### config.mk
export PLATFORM = sky130hd
export DESIGN_NAME = obj_dma_copy_flat
export DESIGN_NICKNAME = d
export VERILOG_FILES = /design/src/rtl/obj_dma_copy_if.sv /design/src/rtl/obj_dma_copy.sv /design/src/flat_wrapper.sv
export SDC_FILE = /design/constraint.sdc
export NUM_CORES = 1
export LEC_CHECK = 0
export CAP_MARGIN = 40
export CORE_MARGIN = 10
export CORE_UTILIZATION = 48
export CTS_CLUSTER_DIAMETER = 40
export DETAILED_ROUTE_END_ITERATION = 8
export PLACE_DENSITY_LB_ADDON = 0.25
export SLEW_MARGIN = 20
export SYNTH_ARGS = -nofsm -noshare
export SYNTH_HDL_FRONTEND = slang
export SYNTH_SLANG_ARGS = --single-unit
### constraint.sdc
create_clock -name clock -period 1.5 [get_ports clock]
set_input_delay 0.3 -clock clock [delete_from_list [all_inputs] [get_ports clock]]
set_output_delay 0.3 -clock clock [all_outputs]
set_load 0.02 [all_outputs]
### src/rtl/obj_dma_copy_if.sv
// Handshake and bus signals of the object-RAM copy engine.
// OBJ_DMA_ZERO_FILL_EN adds the fill request input.
interface obj_dma_copy_if #(
    parameter int unsigned WIDTH  = 16,
    parameter int unsigned ADDR_W = 9
);
    logic              start;
    logic [ADDR_W-1:0] len;
`ifdef OBJ_DMA_ZERO_FILL_EN
    logic              fill;
`endif
    logic              busy;
    logic              done;
    logic [ADDR_W-1:0] src_addr;
    logic [WIDTH-1:0]  src_q;
    logic [ADDR_W-1:0] dst_addr;
    logic [WIDTH-1:0]  dst_data;
    logic              dst_we;

`ifdef OBJ_DMA_ZERO_FILL_EN
    modport master (
        input  start, len, fill, src_q,
        output busy, done, src_addr, dst_addr, dst_data, dst_we
    );
    modport slave (
        output start, len, fill, src_q,
        input  busy, done, src_addr, dst_addr, dst_data, dst_we
    );
`else
    modport master (
        input  start, len, src_q,
        output busy, done, src_addr, dst_addr, dst_data, dst_we
    );
    modport slave (
        output start, len, src_q,
        input  busy, done, src_addr, dst_addr, dst_data, dst_we
    );
`endif
endinterface

### src/rtl/obj_dma_copy.sv
// Block copy from a 1-cycle-latency RAM read port into a destination buffer.
// OBJ_DMA_ZERO_FILL_EN adds a latched fill request that writes zeros instead of RAM data.
module obj_dma_copy #(
    parameter int unsigned WIDTH  = 16,
    parameter int unsigned ADDR_W = 9
) (
    input  logic clock,
    input  logic reset_n,
    input  logic ce,
    obj_dma_copy_if.master bus
);
    typedef enum logic [1:0] {
        IDLE  = 2'd0,
        FETCH = 2'd1,
        DRAIN = 2'd2
    } state_e;

    state_e            state_q, state_d;
    logic [ADDR_W-1:0] len_q, len_d;
    logic [ADDR_W-1:0] src_addr_q, src_addr_d;
    logic              v1_q, v1_d;
    logic              v2_q, v2_d;
    logic [ADDR_W-1:0] a2_q, a2_d;
    logic              busy_q, busy_d;
    logic              done_q, done_d;
    logic              we_q, we_d;
    logic [ADDR_W-1:0] dst_addr_q, dst_addr_d;
    logic [WIDTH-1:0]  dst_data_q, dst_data_d;
    logic [WIDTH-1:0]  wr_word;
`ifdef OBJ_DMA_ZERO_FILL_EN
    logic              fill_q, fill_d;

    assign wr_word = fill_q ? '0 : bus.src_q;
`else
    assign wr_word = bus.src_q;
`endif

    // Next state: v1 marks the address currently presented, v2 the RAM word now on src_q.
    always_comb begin
        state_d    = state_q;
        len_d      = len_q;
        src_addr_d = src_addr_q;
        busy_d     = busy_q;
        done_d     = 1'b0;
        v1_d       = 1'b0;
        v2_d       = v1_q;
        a2_d       = src_addr_q;
        we_d       = v2_q;
        dst_addr_d = dst_addr_q;
        dst_data_d = dst_data_q;
`ifdef OBJ_DMA_ZERO_FILL_EN
        fill_d     = fill_q;
`endif
        if (v2_q) begin
            dst_addr_d = a2_q;
            dst_data_d = wr_word;
        end

        case (state_q)
            IDLE: begin
                if (bus.start) begin
                    state_d    = FETCH;
                    len_d      = bus.len;
                    src_addr_d = '0;
                    busy_d     = 1'b1;
                    v1_d       = 1'b1;
`ifdef OBJ_DMA_ZERO_FILL_EN
                    fill_d     = bus.fill;
`endif
                end
            end
            FETCH: begin
                // The increment past len may wrap to 0; that address is never marked valid.
                src_addr_d = ADDR_W'(src_addr_q + 1'b1);
                if (src_addr_q == len_q) begin
                    state_d = DRAIN;
                end else begin
                    v1_d = 1'b1;
                end
            end
            DRAIN: begin
                if (!v1_q && !v2_q) begin
                    state_d = IDLE;
                    busy_d  = 1'b0;
                    done_d  = 1'b1;
                end
            end
            default: begin
                state_d = IDLE;
                busy_d  = 1'b0;
            end
        endcase
    end

    // All state, outputs included, holds while ce is low.
    always_ff @(posedge clock or negedge reset_n) begin
        if (!reset_n) begin
            state_q    <= IDLE;
            len_q      <= '0;
            src_addr_q <= '0;
            v1_q       <= 1'b0;
            v2_q       <= 1'b0;
            a2_q       <= '0;
            busy_q     <= 1'b0;
            done_q     <= 1'b0;
            we_q       <= 1'b0;
            dst_addr_q <= '0;
            dst_data_q <= '0;
`ifdef OBJ_DMA_ZERO_FILL_EN
            fill_q     <= 1'b0;
`endif
        end else if (ce) begin
            state_q    <= state_d;
            len_q      <= len_d;
            src_addr_q <= src_addr_d;
            v1_q       <= v1_d;
            v2_q       <= v2_d;
            a2_q       <= a2_d;
            busy_q     <= busy_d;
            done_q     <= done_d;
            we_q       <= we_d;
            dst_addr_q <= dst_addr_d;
            dst_data_q <= dst_data_d;
`ifdef OBJ_DMA_ZERO_FILL_EN
            fill_q     <= fill_d;
`endif
        end
    end

    assign bus.busy     = busy_q;
    assign bus.done     = done_q;
    assign bus.src_addr = src_addr_q;
    assign bus.dst_we   = we_q;
    assign bus.dst_addr = dst_addr_q;
    assign bus.dst_data = dst_data_q;
endmodule

### src/flat_wrapper.sv
// flat-port wrapper written by rule: the top's interface ports become plain ports
module obj_dma_copy_flat 
#(
    parameter int unsigned WIDTH  = 16,
    parameter int unsigned ADDR_W = 9
)
  (clock, reset_n, ce, bus_start, bus_len, bus_src_q, bus_busy, bus_done, bus_src_addr, bus_dst_addr, bus_dst_data, bus_dst_we);
  obj_dma_copy_if #(.WIDTH(WIDTH), .ADDR_W(ADDR_W)) bus_i ();
  input  logic clock;
  input  logic reset_n;
  input  logic ce;
  input wire logic [$bits(bus_i.start)-1:0] bus_start;
  input wire logic [$bits(bus_i.len)-1:0] bus_len;
  input wire logic [$bits(bus_i.src_q)-1:0] bus_src_q;
  output wire logic [$bits(bus_i.busy)-1:0] bus_busy;
  output wire logic [$bits(bus_i.done)-1:0] bus_done;
  output wire logic [$bits(bus_i.src_addr)-1:0] bus_src_addr;
  output wire logic [$bits(bus_i.dst_addr)-1:0] bus_dst_addr;
  output wire logic [$bits(bus_i.dst_data)-1:0] bus_dst_data;
  output wire logic [$bits(bus_i.dst_we)-1:0] bus_dst_we;
  assign bus_i.start = bus_start;
  assign bus_i.len = bus_len;
  assign bus_i.src_q = bus_src_q;
  assign bus_busy = bus_i.busy;
  assign bus_done = bus_i.done;
  assign bus_src_addr = bus_i.src_addr;
  assign bus_dst_addr = bus_i.dst_addr;
  assign bus_dst_data = bus_i.dst_data;
  assign bus_dst_we = bus_i.dst_we;
  obj_dma_copy #(.WIDTH(WIDTH), .ADDR_W(ADDR_W)) u_core (.clock(clock), .reset_n(reset_n), .ce(ce), .bus(bus_i));
endmodule
==> impl_results.md, run 1 <==
- Status: completed
- Gr usage total: 0.135
- Clock latency on the worst-skew pair: approximately 0.33 ns
- Lkg Pwr: around 1.7 nW
- Period minus WS final: 1.45 ns
- N_diodes: 0
- Starting density of the core: 0.490
- CP max stage delay: 0.53 ns
- Clk slew on worst S/H paths: approximately 0.06 ns
- P&R area growth vs syn: 41.2%
- Clk_skew: around 0.0054 ns
- Total Nets Final: 319
- Yosys top cell by area: dfrtp_1
- Synth Register Bits: 59
- Row cnt: 26
- Max_slew headroom: 0.650
- Root buffer cell: clkbuf_8
- Max Cap Viol: 0
- CTS tree: built
- Peak Freq: just under 700 MHz
- Final hold vios: 0
- Pwr Total: 5.90 mW
- Tcrit/Tclk final: 0.968
- Total internal power: 3.86 mW
- Top FF cell, synth: dfrtp_1
- Crit path cell chain: clkdlybuf4s50_1 > nor2b_4 > nand4b_4 > or3_1 > a21oi_1
- Pwr Density: 1680 nW/um^2
- Via Count: 1773
- Min Hold Slack: about 0.47 ns
- Setup Crit Path Kind: input port to register
- Antenna Nets Post-Route: 0
- Die Ht: 92.0 um
- Routed WL per cell: between 15 and 20 um
- P_sw: 2.04 mW
- Synth top area share: 0.594
- Asr flop ratio synth: 1.00
- Worst r2r src: u_core.bus.src_addr[0]
- Synthesis warning total: 0
- Clock Sinks: 59
- Final setup fails: 0
- R2r setup slk: ~0.060 ns
- H-tree levels: 3
- Top cells by count, synth: dfrtp_1 (59), nand2_1 (39), mux2_2 (36), xnor2_1 (10), o21ai_0 (8)
- Share of cells above drive strength 1: 0.269
- Largest net degree at the start of global routing: 41
- Cell count of the worst reg-to-reg path: 4
- Design area: 3510 sq um
- Drt drc: 0
- Area after DPL: 3360 sq um
- Net Count, Synth: 230
- Crit start category: input port
- 1st-iter DRT viols: 40
- Netlist Area Pre-Place: 2490 sq um
- R2R Path End: u_core.bus.src_addr[6]
- Syn Inst Count: 200
- Pre-antenna DRT Iters: 4
- PortBufs: 65
- Min-delay worst type: input port to async pin
- Crit-path max FO: 6
- Maximum VDD drop: 1.08 mV
- # Post-CTS Setup Buffers: 0
- Vias/cell: 4.87
- Critical path arrival: between 1.5 and 2 ns
- Clock tree buffer depth: 2
- Drt total wl: 5.54 mm
- Comb pwr share: 0.361
- Vias in the first global route: 1891
- Synth Area per Inst: 12.4 sq um
- Die width: around 90 um
- Required time of the worst setup path: roughly 1.8 ns
- Slew Limit Fails: 0
- Most common cell in the synthesized netlist: dfrtp_1
- Clock power frac: 0.215
- Synth top area cells: dfrtp_1 (59%), mux2_2 (16%), nand2_1 (5.9%), xnor2_1 (3.5%), o21ai_0 (1.6%)
- EDFF count, synth: 0
- Unique masters post-synth: 31
- Gp weighted congestion: slightly above 0.8
- Crit path launch: ce
- Worst-Margin Slew: 0.520 ns
- Core area: roughly 5100 sq um
- IO Count: 66
- Sw Share: 0.347
- DP Wirelength: roughly 4 mm
- Die footprint: 8460 sq um
- Crit path max-delay cell type: clkdlybuf4s50_1
- Place WS: -0.315 ns
- Sequential share of the synthesized area: 0.594
- Antenna violations before repair: 0
- Clock buffer count from CTS: 9
- Final setup margin: 0.0480 ns
- Critical path capture point type: register
- Sequential power share: 0.424
- Gr ovfl total: 0
- First-pass GRT wire length: 9.34 mm
## worst max path at each step
stage | end
after floorplan | u_core.bus.src_addr[8]
after global placement | u_core.bus.src_addr[6]
after detailed placement | u_core.bus.src_addr[6]
after CTS | bus_src_addr[5]
after global routing | u_core.bus.src_addr[4]
final | u_core.bus.src_addr[6]
## per-stage QoR
step / instances / utilization / TNS [ns]
3_3_place_gp: 347 / 0.662 / -8.97
2_1_floorplan: 200 / - / 0
5_1_grt: 364 / 0.692 / -0.0114
3_5_place_dp: 347 / 0.662 / -10.30
6_report: 364 / 0.692 / 0
4_1_cts: 364 / 0.689 / 0
## state kept, by name, summed over array words and instances (netlist names)
name,cells
u_core.bus.dst_data,16
u_core.a2_q,9
u_core.bus.dst_addr,9
u_core.bus.src_addr,9
u_core.len_q,9
u_core.state_q,2
u_core.bus.busy,1
u_core.bus.done,1
u_core.bus.dst_we,1
u_core.v1_q,1
u_core.v2_q,1
## critical path, delay by kind of cell
family / cells / cell delay (ns)
AOI/OAI and AO/OA: 1 / 0.15
buffers and inverters: 1 / 0.53
and+or+nand+nor: 3 / 0.72
## per-layer routing
metal / global-route usage / up-vias / share of wire
met1: 0.165 / 844 / 0.45
met5: 0 / - / 0
met2: 0.215 / 52 / 0.48
met4: 0.0553 / 0 / 0.013
li1: - / 870 / -
met3: 0.0448 / 7 / 0.061
## power groups by stage
stage          Combinational [mW]  Clock (mW)  Sequential, mW
3_3_place_gp                 2.29           0            2.51
4_1_cts                      2.15        1.29            2.51
6_report                     2.13        1.27            2.50
3_5_place_dp                 2.35           0            2.54
2_1_floorplan               0.938           0            2.82
5_1_grt                      2.34        1.36            2.58
## cell families after synthesis
family / count (synthesis) / synth area share
multiplexers: 39 / 0.175
flip-flops: 59 / 0.594
XOR/XNOR: 10 / 0.0352
adder cells (fa/ha/maj): 1 / 0.00503
buffers and inverters: 12 / 0.0257
AO/OA/AOI/OAI: 17 / 0.0413
AND/OR/NAND/NOR: 62 / 0.124
## final cells by class
class,instances,area [sq um]
Tap cell,70,87.6
Clock buffer,14,163
Inverter,4,15.0
Timing Repair Buffer,86,795
Clock inverter,2,10.0
Fill cell,408,1570
Multi-Input combinational cell,129,961
Sequential cell,59,1480
## timing repair
| action | CTS | global route |
|---|---|---|
| endpoints found under the setup margin | 40 | 7 |
| hold endpoints to repair | 59 | 0 |
| resized for setup | 40 | 4 |
| hold buffers | 1 | 0 |
## cell usage in the layout (no fill, tap or decap), types with 2 or more instances in the layout
| master | Yosys | layout |
|---|---|---|
| a21oi_1 | 4 | 4 |
| buf_12 | 0 | 3 |
| buf_4 | 1 | 17 |
| clkbuf_1 | 0 | 3 |
| clkbuf_8 | 0 | 11 |
| clkdlybuf4s50_1 | 0 | 27 |
| clkinv_2 | 0 | 2 |
| dfrtp_1 | 59 | 57 |
| dfrtp_2 | 0 | 2 |
| dlygate4sd2_1 | 0 | 35 |
| inv_1 | 4 | 4 |
| mux2_2 | 36 | 36 |
| mux2i_1 | 3 | 3 |
| nand2_1 | 39 | 39 |
| nand2b_1 | 2 | 2 |
| nand3_1 | 2 | 2 |
| nand4_1 | 2 | 2 |
| nor2_1 | 4 | 4 |
| o21ai_0 | 8 | 8 |
| or3_1 | 4 | 4 |
| xnor2_1 | 10 | 10 |
(Power assumes the default switching activity.)
==> inputs of run 2 (changes only) <==
--- a/config.mk
+++ b/config.mk
@@ -8,7 +8,7 @@
 export CAP_MARGIN = 40
 export CORE_MARGIN = 10
 export CORE_UTILIZATION = 48
-export CTS_CLUSTER_DIAMETER = 40
+export CTS_CLUSTER_DIAMETER = 60
 export DETAILED_ROUTE_END_ITERATION = 8
 export PLACE_DENSITY_LB_ADDON = 0.25
 export SLEW_MARGIN = 20
==> results of run 2 <==
Final layout, timing and power as in run 1 (identical DEF).
==> variant (flow settings as in run 2) <==
`ADDR_W` is set to 9 in 3 places; all go to 10.
--- a/src/rtl/obj_dma_copy_if.sv
+++ b/src/rtl/obj_dma_copy_if.sv
@@ -3,5 +3,5 @@
 interface obj_dma_copy_if #(
     parameter int unsigned WIDTH  = 16,
-    parameter int unsigned ADDR_W = 9
+    parameter int unsigned ADDR_W = 10
 );
     logic              start;
--- a/src/rtl/obj_dma_copy.sv
+++ b/src/rtl/obj_dma_copy.sv
@@ -3,5 +3,5 @@
 module obj_dma_copy #(
     parameter int unsigned WIDTH  = 16,
-    parameter int unsigned ADDR_W = 9
+    parameter int unsigned ADDR_W = 10
 ) (
     input  logic clock,
--- a/src/flat_wrapper.sv
+++ b/src/flat_wrapper.sv
@@ -3,5 +3,5 @@
 #(
     parameter int unsigned WIDTH  = 16,
-    parameter int unsigned ADDR_W = 9
+    parameter int unsigned ADDR_W = 10
 )
   (clock, reset_n, ce, bus_start, bus_len, bus_src_q, bus_busy, bus_done, bus_src_addr, bus_dst_addr, bus_dst_data, bus_dst_we);
Ports: changed (resized bus_dst_addr, bus_len and bus_src_addr); port bits go from 66 to 69. No check against the original RTL was run, so the function may have changed too.
==> variant against run 2 <==
  * The run now ends with setup timing left
  * Synthesized area rose by 5.5%
  * Clock skew rose by 0.0013 ns
  * Total power rose by 9.9%
  * Setup slack got worse by 0.088 ns
  * Cell area rose by 11%
  * First-iteration DRC count rose by 65%
  * Critical endpoint unchanged
  * Wire length rose by 18%
  * Sequential cell count rose by 4
==> variant: results (changes against run 2) <==
stage	metric	value	unit	change
timing	setup slack after layout	-0.0396	ns	was 0.0480 ns
timing	post-route setup TNS	-0.0816	ns	was 0 ns
final_layout	Final Net Count	350		was 319
placed_design	Cell Area, Placed	3570	um^2	was 3360 um^2
worst_hold_path	worst min path class	in -> reg		was in -> async
logic_synthesis	multiplexer fraction of the synthesized cell area	0.159		was 0.175
logic_synthesis	adder-cell area share of the yosys netlist	0.00477		was 0.00503
logic_synthesis	XOR/XNOR Fraction of Synth Area	0.0468		was 0.0352
placed_design	placed insts	368		was 347
detailed_routing	total routed wire length on the met1 layer	2830	um	was 2500 um
status	violated checks	setup timing		
detailed_routing	Detail Route met3 WL	465	um	was 338 um
status	status	finished, violations left		was finished, final reports clean
detailed_routing	total wirelength of the detailed-routed design	6530	um	was 5540 um
logic_synthesis	post-synthesis cell type count	34		was 31
placed_design	Detail Placement HPWL	4440	um	was 4090 um
logic_synthesis	leading post-synthesis cells by instance count	sky130_fd_sc_hd__dfrtp_1 (63), sky130_fd_sc_hd__mux2_2 (37), sky130_fd_sc_hd__nand2_1 (36)		was sky130_fd_sc_hd__dfrtp_1 (59), sky130_fd_sc_hd__nand2_1 (39), sky130_fd_sc_hd__mux2_2 (36)
grt	largest net degree at the start of global routing	64		was 41
setup_path	peak per-stage delay on the critical path	0.43	ns	was 0.53 ns
final_layout	fraction of final layout cells with drive strength greater than 1	0.356		was 0.269
placed_design	final weighted congestion in routability-driven placement	0.841		was 0.805
logic_synthesis	most area-consuming cells after synthesis	sky130_fd_sc_hd__dfrtp_1 (60%), sky130_fd_sc_hd__mux2_2 (16%), sky130_fd_sc_hd__nand2_1 (5.2%)		was sky130_fd_sc_hd__dfrtp_1 (59%), sky130_fd_sc_hd__mux2_2 (16%), sky130_fd_sc_hd__nand2_1 (5.9%)
detailed_routing	number of DRC markers after the initial detailed-route iteration	66		was 40
logic_synthesis	syn_area_per_cell	12.3	um^2	was 12.4 um^2
power	maximum resistive drop on vdd	1.09	mV	was 1.08 mV
grt	aggregate global-route resource usage	0.146		was 0.135
grt	vias in the first global route	2050		was 1891
placed_design	IO buf count	68		was 65
setup_path	CP max-delay cell	sky130_fd_sc_hd__dfrtp_2		was sky130_fd_sc_hd__clkdlybuf4s50_1
power	switching component of the power	2.15	mW	was 2.04 mW
setup_path	Arr. time, crit path	1.79	ns	was 1.70 ns
timing	final setup violation count	4		was 0
detailed_routing	sum of met2 wire segment lengths after detailed routing	3070	um	was 2640 um
placed_design	Placement Setup Slack	-0.367	ns	was -0.315 ns
power	leakage power	1.86	nW	was 1.66 nW
detailed_routing	average wire length per cell after detail routing	16.6	um	was 15.2 um
[variant: changes by cell type in the layout (fill, tap and decap cells not counted), sizes merged, moves of 2 or more]
| cell | before | now |
|---|---|---|
| inv | 4 | 6 |
| buf | 21 | 35 |
| mux2i | 3 | 0 |
| nor2 | 4 | 6 |
| nand2 | 40 | 36 |
| nor4 | 1 | 3 |
| dfrtp | 59 | 63 |
| xnor2 | 10 | 14 |
| clkinv | 2 | 0 |
| clkbuf | 15 | 17 |
[variant: metal layers]
layer	track usage	vias to the layer above
li1	-	947
met3	0.0480	15
met5	0	-
met1	0.168	969
met2	0.236	73
met4	0.0797	0
[variant: final timing paths]
kind	from	to	slack, ns	depth (start not counted)
max	u_core.bus.src_addr[1]	u_core.bus.src_addr[6]	-0.04	4
min	ce	u_core.bus.src_addr[0]	0.46	4
max reg2reg	u_core.bus.src_addr[1]	u_core.bus.src_addr[6]	-0.04	4
min reg2reg	u_core.len_q[9]	u_core.len_q[9]	0.50	2
max in group asynchronous	reset_n	u_core.bus.src_addr[0]	0.68	3
min in group asynchronous	reset_n	u_core.a2_q[1]	0.52	3
[variant: cells by family after synthesis]
| logic type | after synthesis |
|---|---|
| and+or+nand+nor | 65 |
| DFF | 63 |
| muxes | 37 |
| AOI/OAI and AO/OA | 20 |
| xor gates and xnor gates | 14 |
| buffers and inverters | 14 |
| adders and majority gates | 1 |
[variant: repair_timing]
action / 4_1_cts / 5_1_grt
pin swaps: 1 / 12
resized for setup: 45 / 27
hold buffers: 1 / 0
setup buffers: 1 / 8
endpoints found under the hold margin: 63 / 0
setup endpoints to repair: 47 / 45
[variant: power by group through the flow]
stage	clock [mW]	combinational, mW	sequential [mW]
finish	1.55	2.34	2.59
global route	1.65	2.55	2.66
CTS	1.59	2.16	2.58
detailed placement	0	2.34	2.62
global placement	0	2.29	2.58
floorplan	0	0.888	2.94
[variant: cell type report]
| cell class | instances | area [um^2] |
|---|---|---|
| tap | 70 | 87.6 |
| multi-input combinational | 137 | 1080 |
| fill | 371 | 1300 |
| clock buffer | 13 | 179 |
| timing repair buffer | 102 | 913 |
| sequential | 63 | 1590 |
| clock inverter | 2 | 37.5 |
| inverter | 6 | 22.5 |
[variant: critical path: cells and delay by family, from the launching register on]
family,cells,cell delay [ns]
AOI/OAI and AO/OA,1,0.18
DFF,1,0.43
and+or+nand+nor,2,0.65
adders and majority gates,1,0.20
